[src/rtl/peripheral_div.sv]
// Memory-mapped restoring divider: CPU loads A and B, starts a division, and
// polls done/busy before reading the quotient and remainder.
module peripheral_div #(
  parameter int DW = 16
) (
  input  logic        clk,
  input  logic        reset,
  input  logic [15:0] d_in,
  input  logic        cs,
  input  logic [4:0]  addr,
  input  logic        rd,
  input  logic        wr,
  output logic [31:0] d_out
);

  // state  | meaning
  // S_IDLE | no division pending, result registers hold last value
  // S_RUN  | one quotient bit per cycle, counter tracks iteration
  // S_DONE | result latched, done held high until next start/reset
  typedef enum logic [1:0] {S_IDLE, S_RUN, S_DONE} state_t;

  localparam logic [4:0] LAST = 5'(DW - 1);

  state_t        state_q, state_d;
  logic [DW-1:0] a_q, a_d, b_q, b_d;
  logic [DW-1:0] q_q, q_d, r_q, r_d;
  logic [DW-1:0] dvd_q, dvd_d, div_q, div_d, rem_q, rem_d;
  logic [4:0]    cnt_q, cnt_d;
  logic          done_q, done_d, busy_q, busy_d;
  logic [31:0]   dout_q, dout_d;

  logic          wr_en, rd_en, start;
  logic [DW:0]   rem_sh, diff;
  logic          ge;
  logic [DW-1:0] rem_nx, dvd_nx;

  assign wr_en = cs & wr;
  assign rd_en = cs & rd;
  assign start = wr_en && (addr == 5'h0C) && d_in[0];
  assign d_out = dout_q;

  // Quotient bits shift into the dividend register as its bits move out;
  // the borrow of the DW+1 bit subtraction decides each bit.
  always_comb begin
    rem_sh = {rem_q, dvd_q[DW-1]};
    diff   = rem_sh - {1'b0, div_q};
    ge     = ~diff[DW];
    rem_nx = ge ? diff[DW-1:0] : rem_sh[DW-1:0];
    dvd_nx = {dvd_q[DW-2:0], ge};
  end

  always_comb begin
    state_d = state_q;
    a_d     = a_q;
    b_d     = b_q;
    q_d     = q_q;
    r_d     = r_q;
    dvd_d   = dvd_q;
    div_d   = div_q;
    rem_d   = rem_q;
    cnt_d   = cnt_q;
    done_d  = done_q;
    busy_d  = busy_q;
    dout_d  = dout_q;

    if (wr_en && addr == 5'h04) a_d = DW'(d_in);
    if (wr_en && addr == 5'h08) b_d = DW'(d_in);

    if (rd_en) begin
      case (addr)
        5'h10:   dout_d = 32'(q_q);
        5'h14:   dout_d = 32'(r_q);
        5'h18:   dout_d = {31'h0, done_q};
        5'h1C:   dout_d = {31'h0, busy_q};
        default: dout_d = 32'h0;
      endcase
    end

    case (state_q)
      S_RUN: begin
        dvd_d = dvd_nx;
        rem_d = rem_nx;
        cnt_d = cnt_q + 5'd1;
        if (cnt_q == LAST) begin
          q_d     = dvd_nx;
          r_d     = rem_nx;
          done_d  = 1'b1;
          busy_d  = 1'b0;
          state_d = S_DONE;
        end
      end
      default: ;
    endcase

    // A start overrides everything, including a division in flight.
    if (start) begin
      dvd_d   = a_q;
      div_d   = b_q;
      rem_d   = '0;
      cnt_d   = '0;
      busy_d  = 1'b1;
      done_d  = 1'b0;
      state_d = S_RUN;
    end
  end

  always_ff @(posedge clk) begin
    if (reset) begin
      state_q <= S_IDLE;
      a_q     <= '0;
      b_q     <= '0;
      q_q     <= '0;
      r_q     <= '0;
      dvd_q   <= '0;
      div_q   <= '0;
      rem_q   <= '0;
      cnt_q   <= '0;
      done_q  <= 1'b0;
      busy_q  <= 1'b0;
      dout_q  <= '0;
    end else begin
      state_q <= state_d;
      a_q     <= a_d;
      b_q     <= b_d;
      q_q     <= q_d;
      r_q     <= r_d;
      dvd_q   <= dvd_d;
      div_q   <= div_d;
      rem_q   <= rem_d;
      cnt_q   <= cnt_d;
      done_q  <= done_d;
      busy_q  <= busy_d;
      dout_q  <= dout_d;
    end
  end

endmodule

[config.mk]
export PLATFORM = sky130hd
export DESIGN_NAME = peripheral_div
export DESIGN_NICKNAME = d
export VERILOG_FILES = /design/src/rtl/peripheral_div.sv
export SDC_FILE = /design/constraint.sdc
export NUM_CORES = 1
export LEC_CHECK = 0
export CORE_MARGIN = 8
export CORE_UTILIZATION = 50
export DETAILED_ROUTE_END_ITERATION = 6
export DONT_BUFFER_PORTS = 1
export SLEW_MARGIN = 30
export SYNTH_ARGS = -nofsm -noshare
export SYNTH_HDL_FRONTEND = slang
export SYNTH_SLANG_ARGS = --single-unit
[constraint.sdc]
create_clock -name clk -period 3.1 [get_ports clk]
set_clock_uncertainty 0.15 [all_clocks]
set_input_delay 0.155 -clock clk [delete_from_list [all_inputs] [get_ports clk]]
set_output_delay 0.155 -clock clk [all_outputs]
set_load 0.03 [all_outputs]
==> impl_metrics.env <==
export IMPL_clkPwrFrac_pct=52.3
export IMPL_pwr_share_seq_pct=43.8
export IMPL_port_buffers=0
export IMPL_yosys_top_cells_area="dfxtp_1 (43%), nand2_1 (9.1%), a21oi_1 (5.9%)"
export IMPL_grt_usage_pct=20.4
export IMPL_tightest_slew_ps=871
export IMPL_syn_inst=753
export IMPL_ir_drop_mv=0.415
export IMPL_clockBufferDepth=2
export IMPL_total_power_mw=3.97
export IMPL_cap_violations=0
export IMPL_antenna_found_initial=0
export IMPL_syn2layout_area_growth_pct=13.6
export IMPL_diodes=0
export IMPL_finalSetupViolations=0
export IMPL_cts_tree="yes"
export IMPL_status="finished, final reports clean"
export IMPL_sw_frac_of_total_pct=22.5
export IMPL_reg2reg_to="rem_q[0]"
export IMPL_r2r_cells=11
export IMPL_yosysTopAreaCell="dfxtp_1"
export IMPL_rows=41
export IMPL_setup_worst_path_start_class="register"
export IMPL_cp_max_fo=24
export IMPL_finalInstanceArea_mm2=0.00709
export IMPL_clkLatencyLatePin_ps=420
export IMPL_ys_flop_type="dfxtp_1"
export IMPL_dr_pass1_iters=5
export IMPL_cts_sinks=135
export IMPL_fin_ws_ps=238
export IMPL_hold_end="b_q[7]"
export IMPL_critPathKind="register to register"
export IMPL_tns_ps=0
export IMPL_die_area_mm2=0.0163
export IMPL_clk_pin_slew_worst_paths_ps=60
export IMPL_antenna_left=0
export IMPL_relSlewSlack_pct=41.7
export IMPL_ys_seq_area_share_pct=43.3
export IMPL_viasPerCell=5.46
export IMPL_dp_hpwl_um=11300
export IMPL_io_pin_count=58
export IMPL_gp_congestion=0.894
export IMPL_hold_depth=2
export IMPL_p_leak_nw=2.63
export IMPL_min_path_type="input pin to register"
export IMPL_async_reset_ff_share_pct=0
export IMPL_synthTopCellsByCount="nand2_1 (152), dfxtp_1 (135), nor2_1 (85), a21oi_1 (73), clkbuf_1 (41)"
export IMPL_fin_crit_sh_pct=92.3
export IMPL_die_h_um=128
export IMPL_max_freq_mhz=349
export IMPL_grt_pass1_vias=4859
export IMPL_worstHoldStart="reset"
export IMPL_dpl_cell_area_mm2=0.00626
export IMPL_dp_slack_ps=258
export IMPL_synth_most_common_cell="nand2_1"
export IMPL_drc=0
export IMPL_min_period_ps=2860
export IMPL_grt_max_degree=120
export IMPL_vias=5103
export IMPL_place_inst=883
export IMPL_synth_edf_count=0
export IMPL_wl_per_cell_um=17.3
export IMPL_avgSynthCellArea_um2=8.29
export IMPL_wirelength_um=16200
export IMPL_grt_ovfl_total=0
export IMPL_cts_root_buf="clkbuf_16"
export IMPL_rsz0062_at_grt="false"
export IMPL_cts_buffers_inserted=17
export IMPL_grt_pass1_wl_um=25900
export IMPL_power_frac_comb_pct=3.9
export IMPL_fin_cells=935
export IMPL_worstSetupEndpointType="register"
export IMPL_h_tree_depth=4
export IMPL_critical_path_required_ps=3260
export IMPL_chipWidth_um=128
export IMPL_yosys_warnings=0
export IMPL_powerDensity_mw_per_mm2=560
export IMPL_syn_area_mm2=0.00624
export IMPL_core_mm2=0.0124
export IMPL_drt_initial_drc_count=382
export IMPL_switchingPower_uw=896
export IMPL_hold_viol=0
export IMPL_fin_nets=795
export IMPL_intPower_mw=3.08
export IMPL_layout_drive_gt1_share_pct=9.44
export IMPL_rrSetupSlack_ps=240
export IMPL_synthDistinctLibCells=49
export IMPL_drv_slew=0
export IMPL_initial_core_util_pct=50.3
export IMPL_r2r_start="dvd_q[15]"
export IMPL_ys_seq_elements=135
export IMPL_synth_top_area_share_pct=43.3
export IMPL_critPathArrivalTime_ps=3020
-- cell families (layout without fill, tap and decap cells) --
kind of cell	after synthesis	in the layout	synth area share (%)
AOI/OAI and AO/OA	168	168	17.2
xor gates and xnor gates	16	16	2.24
adders and majority gates	19	19	3.93
buffers and inverters	84	79	6.49
DFF	135	135	43.3
muxes	46	46	7.88
other	1	16	0.0601
and+or+nand+nor	284	284	18.9
-- power by group through the flow --
stage | sequential (mW) | combinational [mW] | clock [mW]
global route | 1.74 | 0.163 | 2.19
finish | 1.74 | 0.153 | 2.08
floorplan | 1.78 | 0.123 | 0
global placement | 1.78 | 0.0949 | 0
detailed placement | 1.78 | 0.0959 | 0
CTS | 1.74 | 0.151 | 2.11
-- stage by stage --
step                      hold slack [ps]  utilization [%]
final                               0.847             57.1
after global routing                 19.4             57.1
after CTS                            3.98             57.1
after detailed placement             95.3             50.4
after global placement               93.5             50.4
after floorplan                       141                -
-- state kept, by name, indices dropped and copies added, names as in the netlist, 16 cells and up --
name   cells
q_q       16
b_q       16
rem_q     16
d_out     16
r_q       16
div_q     16
dvd_q     16
a_q       16
-- layout by cell type (no fill, tap or decap), drive strengths merged, types with 3 or more instances in the layout --
| cell type | n |
|---|---|
| a311oi | 15 |
| a22oi | 15 |
| ha | 18 |
| dlygate4sd3 | 19 |
| o211ai | 4 |
| a21oi | 78 |
| nand4 | 3 |
| a211oi | 23 |
| nand2b | 6 |
| nor2 | 85 |
| xnor2 | 8 |
| bufinv | 3 |
| xor2 | 8 |
| nor3 | 8 |
| dfxtp | 135 |
| buf | 10 |
| mux2i | 30 |
| clkinv | 6 |
| and3 | 5 |
| clkbuf | 18 |
| nand3 | 10 |
| inv | 21 |
| nor2b | 3 |
| conb | 16 |
| mux2 | 15 |
| o21ai | 27 |
| nand2 | 153 |
| nor4 | 4 |
-- routing by layer --
metal  track usage [%]  part of all wire [%]
met2              30.6                    44
met3              5.24                   6.2
met5                 0                     0
met1              26.9                    48
met4              9.51                   2.7
-- area by class of cell --
| type | count | area [µm²] |
|---|---|---|
| Fill cell | 1210 | 5320 |
| Clock buffer | 18 | 439 |
| Tap cell | 172 | 215 |
| Sequential cell | 135 | 2700 |
| Clock inverter | 14 | 173 |
| Multi-Input combinational cell | 549 | 3200 |
| Timing Repair Buffer | 29 | 298 |
| Inverter | 18 | 67.6 |
-- critical path, stage by stage, from the launching register on --
cell,delay (ps)
dfxtp_1,330
inv_1,60
ha_1,210
fa_1,390
nand2b_1,190
a21oi_2,220
o21ai_2,140
a21oi_2,200
a211oi_4,60
buf_12,180
or4_1,490
o311ai_1,110
-- timing repair --
item                                   4_1_cts  5_1_grt
endpoints found under the hold margin      115        0
buffers inserted                             0        0
hold buffers                                20        0
gates resized for setup                      0        0
-- how the worst max path moves through the flow --
stage / startpoint / endpoint / slack [ps] / cells after the start
after floorplan: dvd_q[15] / r_q[10] / 550 / 10
after global placement: dvd_q[15] / rem_q[0] / 370 / 11
after detailed placement: dvd_q[15] / rem_q[0] / 260 / 11
after CTS: dvd_q[15] / rem_q[0] / 230 / 11
after global routing: dvd_q[15] / rem_q[0] / 120 / 11
final: dvd_q[15] / rem_q[0] / 240 / 11
Power figures use the tool's default switching activity.
